[src/rtl/rv_pkg.sv]
// Shared RV32I decode definitions: opcodes, ALU operation codes, immediate formats
// and the ID/EX control bundle.
package rv_pkg;

    localparam logic [6:0] OpcLoad   = 7'b0000011;
    localparam logic [6:0] OpcOpImm  = 7'b0010011;
    localparam logic [6:0] OpcAuipc  = 7'b0010111;
    localparam logic [6:0] OpcStore  = 7'b0100011;
    localparam logic [6:0] OpcOp     = 7'b0110011;
    localparam logic [6:0] OpcLui    = 7'b0110111;
    localparam logic [6:0] OpcBranch = 7'b1100011;
    localparam logic [6:0] OpcJalr   = 7'b1100111;
    localparam logic [6:0] OpcJal    = 7'b1101111;

    typedef enum logic [3:0] {
        AluAdd   = 4'd0,
        AluSub   = 4'd1,
        AluSll   = 4'd2,
        AluSlt   = 4'd3,
        AluSltu  = 4'd4,
        AluXor   = 4'd5,
        AluSrl   = 4'd6,
        AluSra   = 4'd7,
        AluOr    = 4'd8,
        AluAnd   = 4'd9,
        AluPassB = 4'd10
    } alu_op_e;

    typedef enum logic [2:0] {
        ImmNone,
        ImmI,
        ImmS,
        ImmB,
        ImmU,
        ImmJ
    } imm_fmt_e;

    typedef struct packed {
        alu_op_e alu_op;
        logic    alu_src;
        logic    pc_src_a;
        logic    mem_read;
        logic    mem_write;
        logic    reg_write;
        logic    mem_to_reg;
        logic    branch;
        logic    jump;
        logic    illegal;
    } ctrl_t;

    localparam ctrl_t CtrlNop = ctrl_t'('0);

    // funct3 -> ALU op; alt is instr[30], which selects SUB only for register-register ops
    function automatic alu_op_e alu_decode(logic [2:0] funct3, logic alt, logic is_reg);
        alu_op_e op;
        case (funct3)
            3'd0:    op = (alt && is_reg) ? AluSub : AluAdd;
            3'd1:    op = AluSll;
            3'd2:    op = AluSlt;
            3'd3:    op = AluSltu;
            3'd4:    op = AluXor;
            3'd5:    op = alt ? AluSra : AluSrl;
            3'd6:    op = AluOr;
            default: op = AluAnd;
        endcase
        return op;
    endfunction

endpackage

[src/rtl/imm_gen.sv]
// Immediate generator: extracts and sign-extends the immediate of an instruction word.
module imm_gen
    import rv_pkg::*;
#(
    parameter int unsigned XLEN = 32
) (
    input  logic [31:7]     instr,
    input  imm_fmt_e        fmt,
    output logic [XLEN-1:0] imm
);

    // Select the immediate layout and sign-extend from instr[31]
    always_comb begin
        imm = '0;
        unique case (fmt)
            ImmI:    imm = XLEN'($signed(instr[31:20]));
            ImmS:    imm = XLEN'($signed({instr[31:25], instr[11:7]}));
            ImmB:    imm = XLEN'($signed({instr[31], instr[7], instr[30:25], instr[11:8], 1'b0}));
            ImmU:    imm = XLEN'($signed({instr[31:12], 12'b0}));
            ImmJ:    imm = XLEN'($signed({instr[31], instr[19:12], instr[20], instr[30:21],
                                          1'b0}));
            default: imm = '0;
        endcase
    end

endmodule

[src/rtl/id_ex_stage.sv]
// Decode stage and ID/EX pipeline register: register read with WB bypass, control
// decode, immediate build, load-use stall and flush/hold handling.
module id_ex_stage
    import rv_pkg::*;
#(
    parameter int unsigned     XLEN     = 32,
    parameter logic [XLEN-1:0] RESET_PC = '0
) (
    input  logic            clk,
    input  logic            rst,
    input  logic            if_id_valid,
    input  logic [XLEN-1:0] if_id_pc,
    input  logic [31:0]     if_id_instr,
    output logic [4:0]      rf_rs1_addr,
    output logic [4:0]      rf_rs2_addr,
    input  logic [XLEN-1:0] rf_rs1_data,
    input  logic [XLEN-1:0] rf_rs2_data,
    input  logic            wb_reg_write,
    input  logic [4:0]      wb_rd,
    input  logic [XLEN-1:0] wb_data,
    input  logic            flush,
    input  logic            hold,
    output logic            stall_req,
    output logic            ex_valid,
    output logic [XLEN-1:0] ex_pc,
    output logic [XLEN-1:0] ex_imm,
    output logic [XLEN-1:0] ex_rs1_data,
    output logic [XLEN-1:0] ex_rs2_data,
    output logic [4:0]      ex_rs1,
    output logic [4:0]      ex_rs2,
    output logic [4:0]      ex_rd,
    output logic [3:0]      ex_alu_op,
    output logic            ex_alu_src,
    output logic            ex_pc_src_a,
    output logic            ex_mem_read,
    output logic            ex_mem_write,
    output logic            ex_reg_write,
    output logic            ex_mem_to_reg,
    output logic            ex_branch,
    output logic            ex_jump,
    output logic            ex_illegal
);

    logic [6:0]      opcode;
    logic [4:0]      rs1, rs2, rd;
    ctrl_t           dec_ctrl;
    ctrl_t           ctrl_q;
    imm_fmt_e        imm_fmt;
    logic [XLEN-1:0] dec_imm;
    logic [XLEN-1:0] rs1_val, rs2_val;
    logic            uses_rs1, uses_rs2;
    logic            load_use;

    assign opcode      = if_id_instr[6:0];
    assign rd          = if_id_instr[11:7];
    assign rs1         = if_id_instr[19:15];
    assign rs2         = if_id_instr[24:20];
    assign rf_rs1_addr = rs1;
    assign rf_rs2_addr = rs2;

    // Opcode decode into the control bundle, immediate format and source usage
    always_comb begin
        dec_ctrl = CtrlNop;
        imm_fmt  = ImmNone;
        uses_rs1 = 1'b1;
        uses_rs2 = 1'b0;
        unique case (opcode)
            OpcOp: begin
                dec_ctrl.alu_op    = alu_decode(if_id_instr[14:12], if_id_instr[30], 1'b1);
                dec_ctrl.reg_write = 1'b1;
                uses_rs2           = 1'b1;
            end
            OpcOpImm: begin
                dec_ctrl.alu_op    = alu_decode(if_id_instr[14:12], if_id_instr[30], 1'b0);
                dec_ctrl.alu_src   = 1'b1;
                dec_ctrl.reg_write = 1'b1;
                imm_fmt            = ImmI;
            end
            OpcLoad: begin
                dec_ctrl.alu_src    = 1'b1;
                dec_ctrl.mem_read   = 1'b1;
                dec_ctrl.reg_write  = 1'b1;
                dec_ctrl.mem_to_reg = 1'b1;
                imm_fmt             = ImmI;
            end
            OpcStore: begin
                dec_ctrl.alu_src   = 1'b1;
                dec_ctrl.mem_write = 1'b1;
                imm_fmt            = ImmS;
                uses_rs2           = 1'b1;
            end
            OpcBranch: begin
                dec_ctrl.alu_op = AluSub;
                dec_ctrl.branch = 1'b1;
                imm_fmt         = ImmB;
                uses_rs2        = 1'b1;
            end
            OpcJal: begin
                dec_ctrl.jump      = 1'b1;
                dec_ctrl.reg_write = 1'b1;
                dec_ctrl.pc_src_a  = 1'b1;
                imm_fmt            = ImmJ;
                uses_rs1           = 1'b0;
            end
            OpcJalr: begin
                dec_ctrl.jump      = 1'b1;
                dec_ctrl.reg_write = 1'b1;
                dec_ctrl.alu_src   = 1'b1;
                imm_fmt            = ImmI;
            end
            OpcLui: begin
                dec_ctrl.alu_op    = AluPassB;
                dec_ctrl.alu_src   = 1'b1;
                dec_ctrl.reg_write = 1'b1;
                imm_fmt            = ImmU;
                uses_rs1           = 1'b0;
            end
            OpcAuipc: begin
                dec_ctrl.pc_src_a  = 1'b1;
                dec_ctrl.alu_src   = 1'b1;
                dec_ctrl.reg_write = 1'b1;
                imm_fmt            = ImmU;
                uses_rs1           = 1'b0;
            end
            default: dec_ctrl.illegal = 1'b1;
        endcase
        // Writes to x0 are architecturally discarded; drop them here so EX forwarding ignores them
        if (rd == 5'd0) begin
            dec_ctrl.reg_write = 1'b0;
        end
    end

    imm_gen #(
        .XLEN (XLEN)
    ) u_imm_gen (
        .instr (if_id_instr[31:7]),
        .fmt   (imm_fmt),
        .imm   (dec_imm)
    );

    // Operand read: x0 reads as zero, otherwise the same-cycle WB write wins over the RF
    always_comb begin
        rs1_val = rf_rs1_data;
        rs2_val = rf_rs2_data;
        if (rs1 == 5'd0) begin
            rs1_val = '0;
        end else if (wb_reg_write && (wb_rd == rs1)) begin
            rs1_val = wb_data;
        end
        if (rs2 == 5'd0) begin
            rs2_val = '0;
        end else if (wb_reg_write && (wb_rd == rs2)) begin
            rs2_val = wb_data;
        end
    end

    // Load in EX whose result the IF/ID instruction needs before it is available
    always_comb begin
        load_use = ex_valid && ctrl_q.mem_read && (ex_rd != 5'd0) && if_id_valid &&
                   ((uses_rs1 && (ex_rd == rs1)) || (uses_rs2 && (ex_rd == rs2)));
        stall_req = (load_use || hold) && !flush;
    end

    // ID/EX register: flush > hold > load-use bubble > advance
    always_ff @(posedge clk or negedge rst) begin
        if (!rst) begin
            ex_valid    <= 1'b0;
            ex_pc       <= RESET_PC;
            ex_imm      <= '0;
            ex_rs1_data <= '0;
            ex_rs2_data <= '0;
            ex_rs1      <= '0;
            ex_rs2      <= '0;
            ex_rd       <= '0;
            ctrl_q      <= CtrlNop;
        end else if (flush || (!hold && (load_use || !if_id_valid))) begin
            ex_valid    <= 1'b0;
            ex_pc       <= '0;
            ex_imm      <= '0;
            ex_rs1_data <= '0;
            ex_rs2_data <= '0;
            ex_rs1      <= '0;
            ex_rs2      <= '0;
            ex_rd       <= '0;
            ctrl_q      <= CtrlNop;
        end else if (!hold) begin
            ex_valid    <= 1'b1;
            ex_pc       <= if_id_pc;
            ex_imm      <= dec_imm;
            ex_rs1_data <= rs1_val;
            ex_rs2_data <= rs2_val;
            ex_rs1      <= rs1;
            ex_rs2      <= rs2;
            ex_rd       <= rd;
            ctrl_q      <= dec_ctrl;
        end
    end

    assign ex_alu_op     = ctrl_q.alu_op;
    assign ex_alu_src    = ctrl_q.alu_src;
    assign ex_pc_src_a   = ctrl_q.pc_src_a;
    assign ex_mem_read   = ctrl_q.mem_read;
    assign ex_mem_write  = ctrl_q.mem_write;
    assign ex_reg_write  = ctrl_q.reg_write;
    assign ex_mem_to_reg = ctrl_q.mem_to_reg;
    assign ex_branch     = ctrl_q.branch;
    assign ex_jump       = ctrl_q.jump;
    assign ex_illegal    = ctrl_q.illegal;

endmodule

[config.mk]
export PLATFORM = sky130hd
export DESIGN_NAME = id_ex_stage
export DESIGN_NICKNAME = d
export VERILOG_FILES = /design/src/rtl/rv_pkg.sv /design/src/rtl/imm_gen.sv /design/src/rtl/id_ex_stage.sv
export SDC_FILE = /design/constraint.sdc
export NUM_CORES = 1
export LEC_CHECK = 0
export CAP_MARGIN = 20
export CORE_ASPECT_RATIO = 1.5
export CORE_MARGIN = 3
export CORE_UTILIZATION = 41
export CTS_CLUSTER_DIAMETER = 40
export DETAILED_ROUTE_END_ITERATION = 6
export GPL_TIMING_DRIVEN = 0
export PLACE_DENSITY = 0.81
export SYNTH_ARGS = -nofsm -noshare
export SYNTH_HDL_FRONTEND = slang
export SYNTH_SLANG_ARGS = --single-unit
[constraint.sdc]
create_clock -name clk -period 2.8 [get_ports clk]
set_clock_uncertainty 0.15 [all_clocks]
set_input_delay 0.56 -clock clk [delete_from_list [all_inputs] [get_ports clk]]
set_output_delay 0.56 -clock clk [all_outputs]
set_load 0.05 [all_outputs]
# After elaboration in Yosys (flattened, before gate mapping)
# Index checks and enable logic that the tools add are counted.
# totals
reg_bits	157
in_bits	171
output_inout_bits	168
word_cells	114
# op_classes
n_eq_ne	25
mux	40
reduce_logical	31
# ops
op	count
32-bit 2-to-1 mux	12
32-bit case mux with 5 select lines	1
4-bit case mux with 7 select lines	2
5-bit 2-to-1 mux	6
13-bit 2-to-1 mux	2
7-bit by 6-bit equality test with 1-bit output, second input constant	3
7-bit equality test, second input constant	3
5-bit equality test	4
4-bit case mux with 4 select lines	1
3-bit equality test, second input constant	5
5-bit zero test	3
1-bit 2-to-1 mux	15
3-bit case mux with 5 select lines	1
7-bit by 5-bit equality test with 1-bit output, second input constant	2
3-bit by 2-bit equality test with 1-bit output, second input constant	4
1-bit logical AND	10
3-bit OR reduction	3
9-bit OR reduction	1
7-bit by 2-bit equality test with 1-bit output, second input constant	1
7-bit OR reduction	1
3-bit by 1-bit equality test with 1-bit output, second input constant	2
2-bit OR reduction	3
6-bit OR reduction	1
5-bit nonzero test	1
4 further kinds	9

# Logic depth before layout (Yosys ltp)
# depth
ltp_word	10
depth_mapped	9
depth_no_buf	6

# By module
# From an unflattened synthesis, not the netlist that was laid out.
# unflattened
hier_cells	663
area_unflattened_um2	7470.9
# by_module_without_submodules
module	n_inst	cells_each	area_per_inst_um2	seq_area_each_um2
id_ex_stage	1	597	7080.5	3903.7
imm_gen	1	66	390.4	0.0

# Least setup slack after synthesis
# OpenSTA, ideal clock, no wires.
# synth_timing
path_type	input -> output
startpoint	in if_id_instr[6]
endpoint	out stall_req
t_arrival_ns	2.596
t_required_ns	2.090
slack_ns	-0.506
stages	7
path_buffers	2
path_cell_list	buf_2 > nand3b_1 > nor3_2 > or2_2 > clkbuf_1 > or2_2 > a31oi_1
# synth_via
elab_chain_cells	8
elab_cells_between_ends	16
cone_classes	6 x eq/ne; 2 x mux; 8 x reduce/logical
# synth_rtl
element	line_no	text
start, declared	id_ex_stage.sv:13	input logic [31:0] if_id_instr,
7-bit by 5-bit equality test with 1-bit output, or another cell as far along	id_ex_stage.sv:67	unique case (opcode)
3-bit OR reduction (no source line)	-	
1-bit 2-to-1 mux	id_ex_stage.sv:67	
1-bit logical AND	id_ex_stage.sv:160	((uses_rs1 && (ex_rd == rs1)) || (uses_rs2 && (ex_rd == rs2)));
1-bit logical OR (*)	id_ex_stage.sv:160	
1-bit logical AND (*)	id_ex_stage.sv:159	load_use = ex_valid && ctrl_q.mem_read && (ex_rd != 5'd0) && if_id_valid &&
1-bit logical OR (*)	id_ex_stage.sv:161	stall_req = (load_use || hold) && !flush;
1-bit logical AND (*)	id_ex_stage.sv:161	
end, declared	id_ex_stage.sv:23	output logic stall_req,
# Every way passes the cells marked *; elsewhere a longest branch is shown, timed or not.

# Final worst setup path
# layout_timing
startpoint	reg ex_rd[2]
endpoint	out stall_req
# layout_via
elab_chain_cells	6
elab_cells_between_ends	11
cone_classes	2 x eq/ne; 9 x reduce/logical
# layout_rtl
element	line_no	text
start, declared	id_ex_stage.sv:31	output logic [4:0] ex_rd,
start signal, assigned	id_ex_stage.sv:194	ex_rd <= rd;
5-bit equality test or 5-bit nonzero test (tied branches)	id_ex_stage.sv:160, id_ex_stage.sv:159	
1-bit logical AND, on equally long branches	id_ex_stage.sv:160, id_ex_stage.sv:159	
1-bit logical OR or 1-bit logical AND (tied branches)	id_ex_stage.sv:160, id_ex_stage.sv:159	
1-bit logical AND (*)	id_ex_stage.sv:159	
1-bit logical OR (*)	id_ex_stage.sv:161	
1-bit logical AND (*)	id_ex_stage.sv:161	
# Marked as above.

==> summary.txt <==
Outcome
  – Outcome: complete, but fails checks
  – Failing checks: negative setup slack

Place
  – HPWL after DPL: 19800 um
  – Placer Congestion: between 0.8 and 0.9
  – Port Buffers: approximately 340
  – Pre-CTS setup slack: -1420 ps
  – Placed inst area: 10700 um^2

Yosys
  – Post-synth EDFFs: 0
  – Synth async-reset ratio: 1.00
  – Syn_area_per_cell: between 10 and 15 um^2
  – Yosys warns: 0
  – Netlist area before placement: 7050 um^2
  – Proportion of netlist area held by the largest area contributor: 0.554
  – Cells after Synth: about 650
  – Dominant synthesized flop cell: dfrtp_1
  – Netlist cell types: 43
  – Seq cells post-synth: ~160
  – Net count after synthesis: approximately 820
  – Sequential share of the synthesized area: 0.554
  – Top cells by area, synth: dfrtp_1, mux2i_1, a22o_1, o21ai_0, nand2_1
  – Cell taking the most area after synthesis: dfrtp_1

Timing
  – Final Hold Fails: 0
  – RSZ-0062 raised after global routing: true
  – Final setup violation count: 1
  – Slew headroom: 0.493
  – Fin. max-slew vios: 0
  – Worst Slack Setup Final: -71.4 ps
  – Post-route clock period utilization: 1.03
  – Fmax: between 0.3 and 0.4 GHz
  – Pin slew with the least headroom to its limit: approximately 760 ps
  – Final min period: around 2900 ps
  – Setup TNS: -71.4 ps

Route
  – Drt pass-1 iters: 5
  – Met1 wire length: 9200 um
  – Final wirelength: 25700 um
  – 1st-iter DRT viols: ~300
  – Vias: 6679
  – Met2 Wirelength: ~14000 um
  – Met3 Wirelength: 1950 um
  – DRT antenna net count: 0
  – # DRC: 0
  – DR vias/cell: 5.42
  – Avg WL per Cell: 20.9 um
  – Highest Signal Layer: met5

CTS
  – Cts hold-fix bufs: 0
  – Cts bufs inserted: 17
  – CTS tree: yes
  – Clk slew on worst S/H paths: 60 ps
  – Root Buffer: clkbuf_16
  – H-tree levels: 4
  – CTS Buffer Depth: 2
  – Clock Latency Late Sink: just over 400 ps
  – CTS Sinks: ~160

Power and ir drop
  – Leak: approximately 4.8 nW
  – Power Density: approximately 500 nW/um^2
  – VDD IR max: 0.000347 V

Setup path
  – Crit Path Category: register to primary output
  – Worst EP required: 2090 ps
  – Startpoint Class: register
  – CP Capture Type: primary output
  – Critical path fanouts, max: 4
  – CP arrival: approximately 2200 ps

Global routing
  – First-pass GRT wire length: between 30000 and 40000 um
  – Initial antenna violation count: 1
  – Largest net degree at the start of global routing: 80
  – Vias in the first global route: ~7000
  – Gr usage total: 0.272
  – Grt ovf: 0

Floorplan
  – Total core area: between 15000 and 20000 um^2
  – Die area: about 19000 um^2
  – Initial Util: 0.419
  – Die width: between 100 and 150 um
  – I/O pin count: around 340
  – Die Span Y: 167 um
  – Cell Rows: 58

Cells and area
  – Core Util, Final: 0.679
  – Commonest non-fill, non-tap cells in the layout: clkdlybuf4s50_1, dfrtp_1, nand2_1, o21ai_0, mux2i_1
  – Final net count: approximately 1200
  – Register area: 3910 um^2
  – Number of diodes: 0
  – Filler Cells Inserted: around 1300
  – Footprint of the multi-input gates: 2860 um^2
  – Synth-to-layout area growth: 62.0%
  – Share of cells above drive strength 1: 0.110
  – Commonest non-fill, non-tap cell in the layout: clkdlybuf4s50_1
  – Post-route cell area: 11400 um^2

Worst hold path
  – Type of the most critical hold path: input pin to asynchronous set/reset pin

Job
  – Max-cap viol count: 0
layout make-up:
cell class                      count  share of cell area
Inverter                            3            0.000985
Clock inverter                     12              0.0122
Timing Repair Buffer              346               0.302
Clock buffer                       19              0.0388
Tap cell                          210              0.0230
Sequential cell                   156               0.342
Multi-Input combinational cell    428               0.250
Buffer                             59              0.0308
power breakdown:
part	internal (W)	switching, W
logic	0.000440	0.000584
clock network	0.00134	0.000954
registers	0.00232	0.0000391
registers in the layout (all words and copies together) (netlist names):
signal        cells
ex_reg_write      1
ex_valid          1
ex_rs1_data      32
ex_branch         1
ex_rd             5
ex_alu_src        1
ex_rs1            5
ex_illegal        1
ex_mem_write      1
ex_rs2            5
ex_pc            32
ex_mem_read       1
ex_jump           1
ex_imm           32
ex_pc_src_a       1
ex_rs2_data      32
ex_alu_op         4
timing repair:
item                                    CTS  global route
resized for setup                        50            16
pin swaps                                 6             6
buffers inserted                          5             5
endpoints found under the setup margin   99            12
kinds of logic (layout without fill, tap and decap cells):
family / after synthesis / after routing / synth area share
muxes: 66 / 66 / 0.0937
buffers and inverters: 62 / 439 / 0.0497
AOI/OAI and AO/OA: 202 / 202 / 0.189
DFF: 156 / 156 / 0.554
xor gates and xnor gates: 20 / 20 / 0.0248
and+or+nand+nor: 140 / 140 / 0.0892
per-stage QoR:
step	cells	total power, W	hold WS, ps
after floorplan	646	0.00286	114
after global placement	1191	0.00340	309
after detailed placement	1192	0.00342	319
after CTS	1228	0.00571	50.5
after global routing	1233	0.00588	62.1
final	1233	0.00568	9.18
Yosys cell counts (4+ instances only):
cell        n
dfrtp_1   156
nand2_1   100
o21ai_0    79
mux2i_1    66
a22o_1     64
clkbuf_1   23
a21oi_1    22
buf_2      16
buf_4      14
o21ai_1    14
xor2_1     11
xnor2_1     9
nor2_1      7
buf_6       6
a22oi_1     5
a32o_1      5
or4_1       5
nor2b_1     4
worst max-delay path, stage by stage (launching register included):
cell and delay [ps]:
dfrtp_2 450, buf_6 140, xnor2_2 110, nand4_1 110
or4_4 570, a31oi_4 210, buf_8 170
layer usage:
metal	global-route usage	vias up
met4	0.116	2
met3	0.0716	64
met5	0	-
met2	0.493	333
li1	-	3029
met1	0.294	3251
final timing paths:
check	endpoint	from	slack [ps]	depth (start not counted)
worst max-delay path	stall_req	ex_rd[2]	-70	6
worst min-delay path	ex_rs2_data[18]	rst	9	1
worst max register to register	ex_rs2_data[30]	ex_rd[1]	300	8
worst min register to register	ex_imm[20]	ex_imm[20]	330	2
max in group asynchronous	ex_rd[3]	rst	1610	2
min in group clk	ex_imm[20]	ex_imm[20]	330	2
No activity file was read; power rests on OpenSTA's default activity.
